`src/rtl/light_timer.sv`:
```
// Seconds countdown timer with prescaler, expiry flag and end-of-run flicker.
// Optional LIGHT_TIMER_PAUSE_EN adds a t_pause input that freezes a running count.
module light_timer #(
    parameter int unsigned CLKS_PER_SEC = 100,
    parameter int unsigned FLICKER_SECS = 5,
    parameter int unsigned LEN_W        = 5
) (
    input  logic             clk,
    input  logic             reset,
    input  logic             t_start,
    input  logic [LEN_W-1:0] t_length,
`ifdef LIGHT_TIMER_PAUSE_EN
    input  logic             t_pause,
`endif
    output logic             t_done,
    output logic             t_flicker,
    output logic [LEN_W-1:0] t_remaining
);

    localparam int unsigned PRE_W = (CLKS_PER_SEC > 1) ? $clog2(CLKS_PER_SEC) : 1;
    localparam logic [PRE_W-1:0] PRE_MAX  = PRE_W'(CLKS_PER_SEC - 1);
    localparam logic [PRE_W-1:0] PRE_HALF = PRE_W'(CLKS_PER_SEC / 2);

    localparam logic [1:0] IDLE = 2'd0;
    localparam logic [1:0] RUN  = 2'd1;
    localparam logic [1:0] DONE = 2'd2;

    logic [1:0]       state;
    logic [PRE_W-1:0] pre;
    logic [LEN_W-1:0] rem;
    logic             done_r;
    logic             hold;

`ifdef LIGHT_TIMER_PAUSE_EN
    assign hold = t_pause;
`else
    assign hold = 1'b0;
`endif

    always_ff @(posedge clk or posedge reset) begin
        if (reset) begin
            state  <= IDLE;
            pre    <= '0;
            rem    <= '0;
            done_r <= 1'b0;
        end else if (t_start) begin
            rem    <= t_length;
            pre    <= '0;
            if (t_length != '0) begin
                state  <= RUN;
                done_r <= 1'b0;
            end else begin
                state  <= DONE;
                done_r <= 1'b1;
            end
        end else if (state == RUN && !hold) begin
            if (pre == PRE_MAX) begin
                pre <= '0;
                rem <= rem - LEN_W'(1);
                // last whole second has elapsed
                if (rem == LEN_W'(1)) begin
                    state  <= DONE;
                    done_r <= 1'b1;
                end
            end else begin
                pre <= pre + PRE_W'(1);
            end
        end
    end

    assign t_flicker   = (state == RUN) &&
                         (32'(rem) <= FLICKER_SECS) &&
                         (pre >= PRE_HALF);
    assign t_done      = done_r;
    assign t_remaining = rem;

endmodule

```
`config.mk`:
```
export PLATFORM = sky130hd
export DESIGN_NAME = light_timer
export DESIGN_NICKNAME = d
export VERILOG_FILES = /design/src/rtl/light_timer.sv
export SDC_FILE = /design/constraint.sdc
export NUM_CORES = 1
export LEC_CHECK = 0
export ABC_AREA = 1
export BUFFER_PORTS_ARGS = -buffer_cell sky130_fd_sc_hd__buf_2
export CORE_MARGIN = 2
export CORE_UTILIZATION = 59
export DETAILED_ROUTE_END_ITERATION = 8
export PLACE_DENSITY = 0.82
export SLEW_MARGIN = 40
export SYNTH_ARGS = -nofsm -noshare
export SYNTH_HDL_FRONTEND = slang
export SYNTH_SLANG_ARGS = --single-unit
```
`constraint.sdc`:
```
create_clock -name clk -period 2.2 [get_ports clk]
set_input_delay 0.22 -clock clk [delete_from_list [all_inputs] [get_ports clk]]
set_output_delay 0.22 -clock clk [all_outputs]
set_load 0.01 [all_outputs]
```
==> results of run 1 <==
[critical path, cell delays in order, from the launching register on]
cell and delay, ns:
dfrtp_1 0.39, inv_1 0.09, ha_1 0.20, nor2_1 0.09
nand2_1 0.07, a21oi_1 0.13, nor2_1 0.06, buf_2 0.13
[state kept, by name, indices dropped and copies added (netlist names)]
signal	cells
t_remaining	5
state	2
pre	7
[final timing paths]
path                       slack, ns  depth (start not counted)             end
min reg2reg                     0.49                          2        state[1]
max in group asynchronous       1.31                          3        state[1]
min                             0.25                          3  t_remaining[0]
max reg2reg                     0.73                          8          pre[6]
min in group asynchronous       0.52                          3  t_remaining[2]
max                             0.53                          7       t_flicker
[metal layers]
| metal | global-route usage (%) | vias to the layer above |
|---|---|---|
| met5 | 0 | - |
| met4 | 5.45 | 0 |
| met3 | 2.45 | 2 |
| met2 | 42.3 | 27 |
| met1 | 26.4 | 416 |
| li1 | - | 452 |
[stage by stage]
| step | util (%) | power, mW | hold WS (ns) |
|---|---|---|---|
| after floorplan | - | 0.514 | 0.109 |
| after global placement | 67.7 | 0.571 | 0.274 |
| after detailed placement | 67.7 | 0.583 | 0.287 |
| after global routing | 70.7 | 0.821 | 0.286 |
| final | 70.7 | 0.763 | 0.253 |
| after CTS | 70.7 | 0.767 | 0.253 |
[cells by family after synthesis]
family,after synthesis,share of synthesized area [%]
and+or+nand+nor,77,37.3
buffers and inverters,23,10.7
AOI/OAI and AO/OA,14,8.67
DFF,14,36.2
adders and majority gates,4,5.17
xor gates and xnor gates,1,0.906
muxes,1,1.03
[final cells by class]
cell class	count	area share [%]
clock buffer	4	3.37
tap	16	1.86
timing repair buffer	15	7.43
multi-input combinational	97	47.6
sequential	14	32.5
inverter	20	7.20
[synth_stat cells, drive strengths merged]
library cell	instances	area, um2
nand2	44	196
nor2	18	80.1
o21ai	11	66.3
o211ai	1	7.51
nand4	3	18.8
dfrtp	14	350
mux2i	1	10.0
clkinv	1	3.75
buf	3	26.3
ha	4	50.1
inv	19	73.8
nand3	11	60.1
a21oi	2	10.0
xor2	1	8.76
nor3	1	5.00
[power by group through the flow]
stage / Sequential [mW] / Clock, mW / Combinational [mW]
3_3_place_gp: 0.342 / 0 / 0.229
4_1_cts: 0.340 / 0.186 / 0.241
3_5_place_dp: 0.344 / 0 / 0.238
5_1_grt: 0.347 / 0.200 / 0.274
6_report: 0.341 / 0.184 / 0.238
2_1_floorplan: 0.346 / 0 / 0.169
[placed cells by master (no fill, tap or decap)]
master and n:
ha_1 4, nor2_2 5, nand4_1 3, buf_2 14, nand3_2 1, xor2_1 1
dfrtp_1 14, clkbuf_4 3, inv_1 18, inv_4 1, clkbuf_8 1, a21oi_1 2
nand2_1 37, o21ai_1 5, nor3_1 1, dlygate4sd3_1 1, mux2i_1 1, nor2_1 13
clkinv_1 1, nand3_1 10, o21ai_0 3, nand2_8 1, o21ai_2 3, nand2_2 6
o211ai_1 1
==> summary.txt, run 1 <==
Final layout
  • Area growth from synthesis to layout: 11.4%
  • # nets final: about 160
  • Sequential standard cell area: 350 um2
  • Finished Layout Cells: 166
  • Diode count: 0
  • Layout cell share with drive strength beyond 1: 23.3%
  • Fillcell total: 137
  • Post-Layout Inst Area: 0.00108 mm2
  • Multi-input logic area: 513 um2

Synth
  • Yosys reg bits: 14
  • YS warnings: 0
  • Seq/Total Area, Yosys: 36.2%
  • Synth unique cells: 23
  • Post-Syn Instances: 134
  • Post-Syn Area per Cell: 7.22 um2
  • Syn_nets: 146
  • Netlist Area Pre-Place: 967 um2

GRT
  • GRT Overall Usage: 22.4%
  • Initial antenna violation count: 0
  • Vias in the first global route: 808
  • First-pass GRT wire length: 3280 um
  • Largest net degree at the start of global routing: 15
  • Total grt overflow: 0

Pwr
  • Int Pwr: 483 uW
  • Power Dens Cells: 708 mW/mm2
  • Gate power share: 31.1%
  • LEAKAGE: 0.575 nW
  • Switch Pwr: 280 uW
  • Sequential Power Share: 44.7%
  • Switching share of power: 36.7%
  • Clock share of power: 24.2%
  • Worst VDD drop: 0.509 mV

Floorplanning
  • Site Rows: 14
  • Core area: 0.00152 mm2
  • DIE AREA: 0.00198 mm2
  • IO Pins: 15
  • DIE HEIGHT: 44.5 um
  • Initial core utilization: approximately 63%
  • Die X: 44.5 um

Routing
  • Drt pass-1 iters: 4
  • Via count: 897
  • Remaining DRCs: 0
  • Remaining antenna violation count: 0
  • Initial DRC Count: 20
  • M1 wire length: a little over 800 um
  • WL met3: 74 um
  • Wire length per cell: roughly 12 um
  • Routed met2 length: ~1000 um
  • Drt total wl: 1930 um
  • Top Layer Used: met4
  • Via-to-Cell Ratio: between 5 and 6

Clocking
  • CTS Sinks: 14
  • Clock root buffer: clkbuf_4
  • Cts hold-fix bufs: 1
  • Clock buffer depth: 2
  • PostCTS Resize Cnt: 0
  • CTS buffer count: 3
  • Worst-path clk slew: 0.09 ns
  • CTS tree: done
  • Worst skew pair latency: 0.28 ns
  • Setup Buffers After CTS: 0
  • H-tree lvl count: 1

Timing
  • Final setup fails: 0
  • Fin. Hold Viols: 0
  • Period utilization: between 70% and 80%
  • RSZ-0062 raised after global routing: false
  • Period minus WS final: 1.67 ns
  • Skew final: between 0.005 and 0.006 ns
  • Slew Viols, Final: 0
  • Achievable Freq: 600 MHz
  • Setup TNS Final: 0 ns
  • Worst-margin pin slew: 0.552 ns
  • Final setup margin: 0.534 ns
  • Max-slew headroom: a little over three fifths

Setup path
  • Crit start category: flop
  • Data arrival time of the critical path: 1.45 ns
  • Worst setup path start: pre[0]
  • Critical Path RT: ~2.0 ns
  • Critical path class: reg -> out
  • Crit end category: output pin
  • Reg2Reg Launch Point: pre[1]
  • Worst-path maximum fanout: 4

Run status
  • Status: completed

Placed design
  • IO buf count: 14
  • Cell Area, Placed: 0.00103 mm2
  • Placed Cells: 161
  • RePlAce Congestion: 0.840
  • Final HPWL from detailed placement: 1510 um
  • Setup WS pre-CTS: ~0.76 ns

Hold path
  • Hold Startpoint: t_length[0]
  • Hold WC Path Type: in -> reg

Job
  • # Max-Cap Violations: 0
(Power assumes the default switching activity.)
==> inputs of run 2 (changes only) <==
Settings changed: CORE_UTILIZATION 59 to 49, PLACE_DENSITY 0.82 to 0.73.
Clock period 2.2 ns to 1.4 ns, I/O delays scaled along.
==> run 2 against run 1 <==
  * The run now ends with negative setup slack left
  * Worst hold slack worse by 0.10 ns
  * Final cell count up 13%
  * Count of clock-buffer cells in the layout did not move
  * Flip-flop and latch count unchanged
  * Critical path depth is the same
  * Setup slack got worse by 0.68 ns
  * Via count grew 3.3%
==> summary.txt, run 2 (synthesized netlist as in run 1, its figures left out) <==
Pwr
  • Gate power share: 37.4%
  • Switching share of power: 37.1%
  • LEAKAGE: around 0.64 nW
  • Sequential Power Share: 39.4%
  • Power Dens Cells: about 1100 mW/mm2
  • Switch Pwr: 491 uW
  • Clock share of power: 23.2%
  • Int Pwr: between 800 and 900 uW
  • Worst VDD drop: 0.553 mV

Final layout
  • Diode count: 0
  • Fillcell total: ~170
  • Area growth from synthesis to layout: 25.6%
  • Util after Layout: 63.9%
  • Top reg by flops: pre
  • Layout cell share with drive strength beyond 1: 31.7%
  • Most frequent cells in the layout: 37 x nand2_1, 17 x inv_1, 14 x buf_2
  • # nets final: 174
  • Max reg flops: 7
  • Commonest non-fill, non-tap cell in the layout: nand2_1

Floorplanning
  • Core area: 0.00190 mm2
  • DIE AREA: 0.00234 mm2
  • Initial core utilization: 50.9%
  • IO Pins: 15
  • DIE HEIGHT: 48.4 um
  • Site Rows: 16
  • Die X: 48.4 um

Timing
  • Period utilization: 110%
  • RSZ-0062 raised after global routing: true
  • Period minus WS final: 1.54 ns
  • Achievable Freq: ~650 MHz
  • Final setup margin: -0.144 ns
  • Final setup fails: 12
  • Setup TNS Final: -0.999 ns
  • Slew Viols, Final: 0
  • Skew final: about 0.005 ns
  • Max-slew headroom: 64.2%
  • Worst-margin pin slew: 0.536 ns
  • Fin. Hold Viols: 0

Clocking
  • CTS Sinks: 14
  • H-tree lvl count: 1
  • CTS buffer count: 3
  • Clock root buffer: clkbuf_4
  • CTS tree: done
  • Worst-path clk slew: 0.09 ns
  • Clock buffer depth: 2
  • Worst skew pair latency: about 0.3 ns

Setup path
  • Data arrival time of the critical path: about 1.4 ns
  • Worst-path maximum fanout: 2
  • Critical Path RT: ~1.3 ns
  • Crit end category: output pin
  • Crit start category: flop
  • Critical path class: reg -> out

Placed design
  • Final HPWL from detailed placement: 1540 um
  • RePlAce Congestion: between 0.8 and 0.9
  • IO buf count: 14

Routing
  • Via-to-Cell Ratio: between 4 and 5
  • Wire length per cell: approximately 12 um
  • Remaining DRCs: 0
  • Remaining antenna violation count: 0
  • Drt total wl: between 2000 and 2500 um
  • Drt pass-1 iters: 4
  • Via count: 927
  • Initial DRC Count: 12

GRT
  • Initial antenna violation count: 0
  • GRT Overall Usage: 19.8%
  • Largest net degree at the start of global routing: 15
  • Total grt overflow: 0
  • First-pass GRT wire length: around 3600 um
  • Vias in the first global route: 880

Hold path
  • Hold WC Path Type: in -> reg

Job
  • # Max-Cap Violations: 0

Run status
  • Failing checks: negative setup slack
  • Status: finished with violations
[run 2: cell count changes in the layout (fill, tap and decap cells not counted), sizes merged]
cell,change
buf,+10
nand2,+1
[run 2: final cells by class]
cell class / count / area (um2) / share of cell area, %
inverter: 20 / 77.6 / 6.39
sequential: 14 / 352 / 28.9
tap: 27 / 33.8 / 2.78
multi-input combinational: 98 / 553 / 45.5
timing repair buffer: 25 / 163 / 13.4
clock buffer: 4 / 36.3 / 2.99
[run 2: stage by stage]
stage | total power [mW] | worst slack (ns) | std cells | instance area, um2 | hold WS (ns)
6_report | 1.32 | -0.144 | 188 | 1210 | 0.150
5_1_grt | 1.41 | -0.208 | 188 | 1210 | 0.171
4_1_cts | 1.29 | -0.173 | 186 | 1190 | 0.154
3_5_place_dp | 0.939 | -0.00248 | 175 | 1070 | 0.210
3_3_place_gp | 0.925 | 0.0530 | 175 | 1070 | 0.210
2_1_floorplan | 0.808 | 0.0911 | 134 | 967 | 0.0292
[run 2: worst paths after layout]
check	slack, ns	from	to	cells after the start
max	-0.14	pre[1]	t_flicker	7
min	0.15	t_length[0]	t_remaining[0]	3
max reg2reg	-0.11	pre[1]	pre[4]	10
min reg2reg	0.51	state[1]	state[1]	2
max in group asynchronous	0.61	reset	t_remaining[0]	3
min in group asynchronous	0.41	reset	pre[5]	3
[run 2: power by group through the flow]
stage	Clock, mW	Combinational, mW	Sequential [mW]
floorplan	0	0.265	0.543
global placement	0	0.397	0.529
detailed placement	0	0.408	0.531
CTS	0.303	0.469	0.522
global route	0.322	0.556	0.529
finish	0.307	0.496	0.522
[run 2: critical path: stages (launching register included)]
cell,delay (ns)
dfrtp_1,0.40
buf_6,0.13
ha_4,0.14
nor2_2,0.07
nand2_1,0.07
a21oi_2,0.12
nor2_1,0.05
buf_2,0.13
[run 2: per-layer routing]
layer  global-route usage [%]  vias up  wire length [um]
met5                        0        -                 0
met4                     8.57        0                37
met3                     3.70        5                76
met2                     35.0       18              1090
met1                     23.5      432               970
li1                         -      472                 -
[run 2: what timing repair did]
action	in CTS	in global routing
hold endpoints to repair	14	0
endpoints found under the setup margin	6	12
hold buffers	1	0
buffers inserted	5	2
pin swaps	4	3
gates cloned	1	0
gates resized for setup	6	5
==> inputs of run 3 (changes only) <==
Settings changed: ABC_AREA 1 to 0, CORE_UTILIZATION 49 to 48, CTS_CLUSTER_SIZE set to 10, REMOVE_ABC_BUFFERS set to 1.
==> run 3 against run 2 <==
  * The flow still finishes with violations (negative setup slack)
  * Global-route usage increased by 1.9 points
  * Routed wire length decreased by 6.9%
  * Final cell count decreased by 27%
  * Critical path depth decreased by 2
  * Worst hold slack got worse by 0.078 ns
  * Count of clock-buffer cells in the layout decreased by 1
  * Synthesized cell count decreased by 34%
  * Fmax decreased by 9.0%
  * Power decreased by 35%
  * Flip-flop and latch count unchanged
  * Largest power group unchanged
==> summary.txt, run 3 <==
Run status
  • Status: finished with violations
  • Failing checks: negative setup slack

Pwr
  • Power Dens Cells: 773 mW/mm2
  • Worst VDD drop: 0.674 mV
  • LEAKAGE: 0.538 nW

Setup path
  • Critical path class: reg -> out
  • R2R Setup Slk: -0.20 ns
  • WP buf/inv: 2
  • CP peak stage delay: 0.42 ns
  • Worst-path maximum fanout: 3
  • Critical path depth: 5
  • Reg2Reg Launch Point: pre[0]
  • Reg2Reg Depth: 6
  • RR Endpoint: pre[3]
  • Crit end category: output pin
  • Critical Path RT: 1.26 ns
  • CP most frequent cell: buf_6
  • Worst setup path end: t_flicker
  • Crit start category: flop
  • Worst setup path start: pre[1]
  • Worst path cell trace: buf_6 -> nor4_4 -> nor2_1 -> o221a_2 -> buf_6
  • Data arrival time of the critical path: 1.56 ns
  • Slowest cell on the critical path: dfrtp_1
  • Crit-path leading delay family: flip-flops

Synth
  • Synth unique cells: 32
  • Synth top cells by count: 14 x dfrtp_1, 10 x nand2_1, 9 x o21ai_0, 5 x inv_1, 5 x xor2_1
  • Seq/Total Area, Yosys: a little over two fifths
  • Post-Syn Area per Cell: 9.37 um2
  • Post-Syn Instances: 88
  • Top-count cell post-synth: dfrtp_1
  • Yosys reg bits: 14
  • Synth top area share: 42.5%
  • EDFF count, synth: 0
  • Synth area leaders: dfrtp_1 42%, ha_1 6.1%, o21ai_0 5.5%
  • Post-synth ARST share: between 90% and 100%
  • Synth area leader: dfrtp_1
  • Post-synth top flop: dfrtp_1
  • Netlist Area Pre-Place: 825 um2
  • YS warnings: 0

Clocking
  • CTS buffer count: 3
  • CTS Sinks: 14
  • Worst-path clk slew: 0.08 ns
  • CTS tree: done
  • Clock root buffer: clkbuf_4
  • H-tree lvl count: 1
  • Clock buffer depth: 2
  • Worst skew pair latency: 0.28 ns

GRT
  • Largest net degree at the start of global routing: 15
  • Most used routing layer: met2
  • Initial antenna violation count: 0
  • Vias in the first global route: 784
  • M2 GR Usage: a little under 40%
  • GRT Overall Usage: 21.7%
  • Met3 GRT Util: 2.38%
  • Met1 Track Usage GR: 26.1%
  • First-pass GRT wire length: 3220 um
  • Total grt overflow: 0

Floorplanning
  • Site Rows: 14
  • Core area: 0.00156 mm2
  • Initial core utilization: about 53%
  • DIE HEIGHT: 45.4 um
  • Die X: 45.4 um
  • IO Pins: 15
  • DIE AREA: a little over 0.002 mm2

Final layout
  • # nets final: 135
  • Util after Layout: 71.4%
  • Diode count: 0
  • Top reg by flops: pre
  • Post-Layout Inst Area: roughly 0.0011 mm2
  • Most frequent cells in the layout: 16 x buf_4, 14 x dfrtp_1, 13 x buf_2
  • Sequential standard cell area: about 350 um2
  • Max reg flops: 7
  • Finished Layout Cells: 137
  • Area growth from synthesis to layout: 35.1%
  • Fillcell total: 125
  • Multi-input logic area: between 400 and 500 um2
  • Commonest non-fill, non-tap cell in the layout: buf_4
  • Layout cell share with drive strength beyond 1: ~36%

Timing
  • Period utilization: 121%
  • Achievable Freq: approximately 600 MHz
  • Fin. Hold Viols: 0
  • RSZ-0062 raised after global routing: true
  • Final setup margin: -0.298 ns
  • Skew final: 0.00220 ns
  • Slew Viols, Final: 0
  • Period minus WS final: roughly 1.7 ns
  • Final setup fails: 15
  • Worst-margin pin slew: 0.567 ns
  • Worst Hold Slack: around 0.073 ns
  • Max-slew headroom: 62.2%

Placed design
  • Final HPWL from detailed placement: 1440 um
  • Cell Area, Placed: roughly 0.001 mm2
  • RePlAce Congestion: approximately 0.76
  • IO buf count: 14
  • Placed Cells: approximately 130

Routing
  • Remaining DRCs: 0
  • Via-to-Cell Ratio: 5.58
  • Drt pass-1 iters: 3
  • Remaining antenna violation count: 0
  • Drt total wl: 2020 um
  • Initial DRC Count: 6
  • Via count: between 700 and 800
  • Wire length per cell: 14.7 um

Hold path
  • Hold path depth: 3
  • Hold WC Path Type: in -> reg

Job
  • # Max-Cap Violations: 0
-- run 3: repair_timing --
action                                 in CTS  in global routing
resized for setup                           5                 11
setup buffers                               2                  0
endpoints found under the hold margin      14                  0
pin swaps                                   2                  5
hold buffers                                1                  0
setup endpoints to repair                  15                 15
cloned                                      0                  0
-- run 3: worst reg2reg max path, stage by stage, from the launching register on --
cell      delay [ns]
dfrtp_1         0.39
buf_4           0.14
ha_1            0.23
and4bb_2        0.28
and2_4          0.19
buf_4           0.14
nor3_1          0.15
-- run 3: area by class of cell --
| type | count | area share (%) |
|---|---|---|
| Multi-Input combinational cell | 66 | 42.5 |
| Inverter | 5 | 1.69 |
| Tap cell | 16 | 1.80 |
| Timing Repair Buffer | 33 | 20.6 |
| Clock buffer | 3 | 2.02 |
| Sequential cell | 14 | 31.5 |
-- run 3: worst min-delay path by stage --
stage | start | to | slack [ns]
2_1_floorplan | reset | pre[0] | 0.03
3_3_place_gp | reset | t_remaining[4] | 0.20
3_5_place_dp | reset | t_remaining[4] | 0.20
4_1_cts | t_length[3] | t_remaining[3] | 0.08
5_1_grt | t_length[4] | t_remaining[4] | 0.10
6_report | t_length[4] | t_remaining[4] | 0.07
-- run 3: layer usage --
layer / vias to the layer above / share of wire (%) / wire length (um)
met5: - / 0 / 0
met4: 0 / 1.6 / 33
met3: 5 / 2.2 / 45
met2: 14 / 52 / 1040
met1: 362 / 44 / 898
li1: 383 / - / -
-- run 3: cells by family after synthesis --
group,synth area share [%]
AND/OR/NAND/NOR,26.1
XOR/XNOR,6.37
AO/OA/AOI/OAI,14.9
adder cells (fa/ha/maj),6.07
buffers and inverters,4.10
flip-flops,42.5
-- run 3: through the flow --
stage	setup slack [ns]	power, mW	TNS [ns]
after floorplan	-0.344	0.531	-2.99
after CTS	-0.299	0.853	-2.11
after global placement	-0.110	0.603	-0.671
after detailed placement	-0.151	0.608	-0.973
after global routing	-0.355	0.895	-2.93
final	-0.298	0.860	-2.10
-- run 3: power breakdown --
part	switching, mW	leakage (nW)	internal [mW]	total (mW)
sequential	0.0254	0.181	0.427	0.452
clock	0.134	0.0138	0.100	0.234
combinational	0.0865	0.343	0.0876	0.174
total	0.246	0.538	0.614	0.860
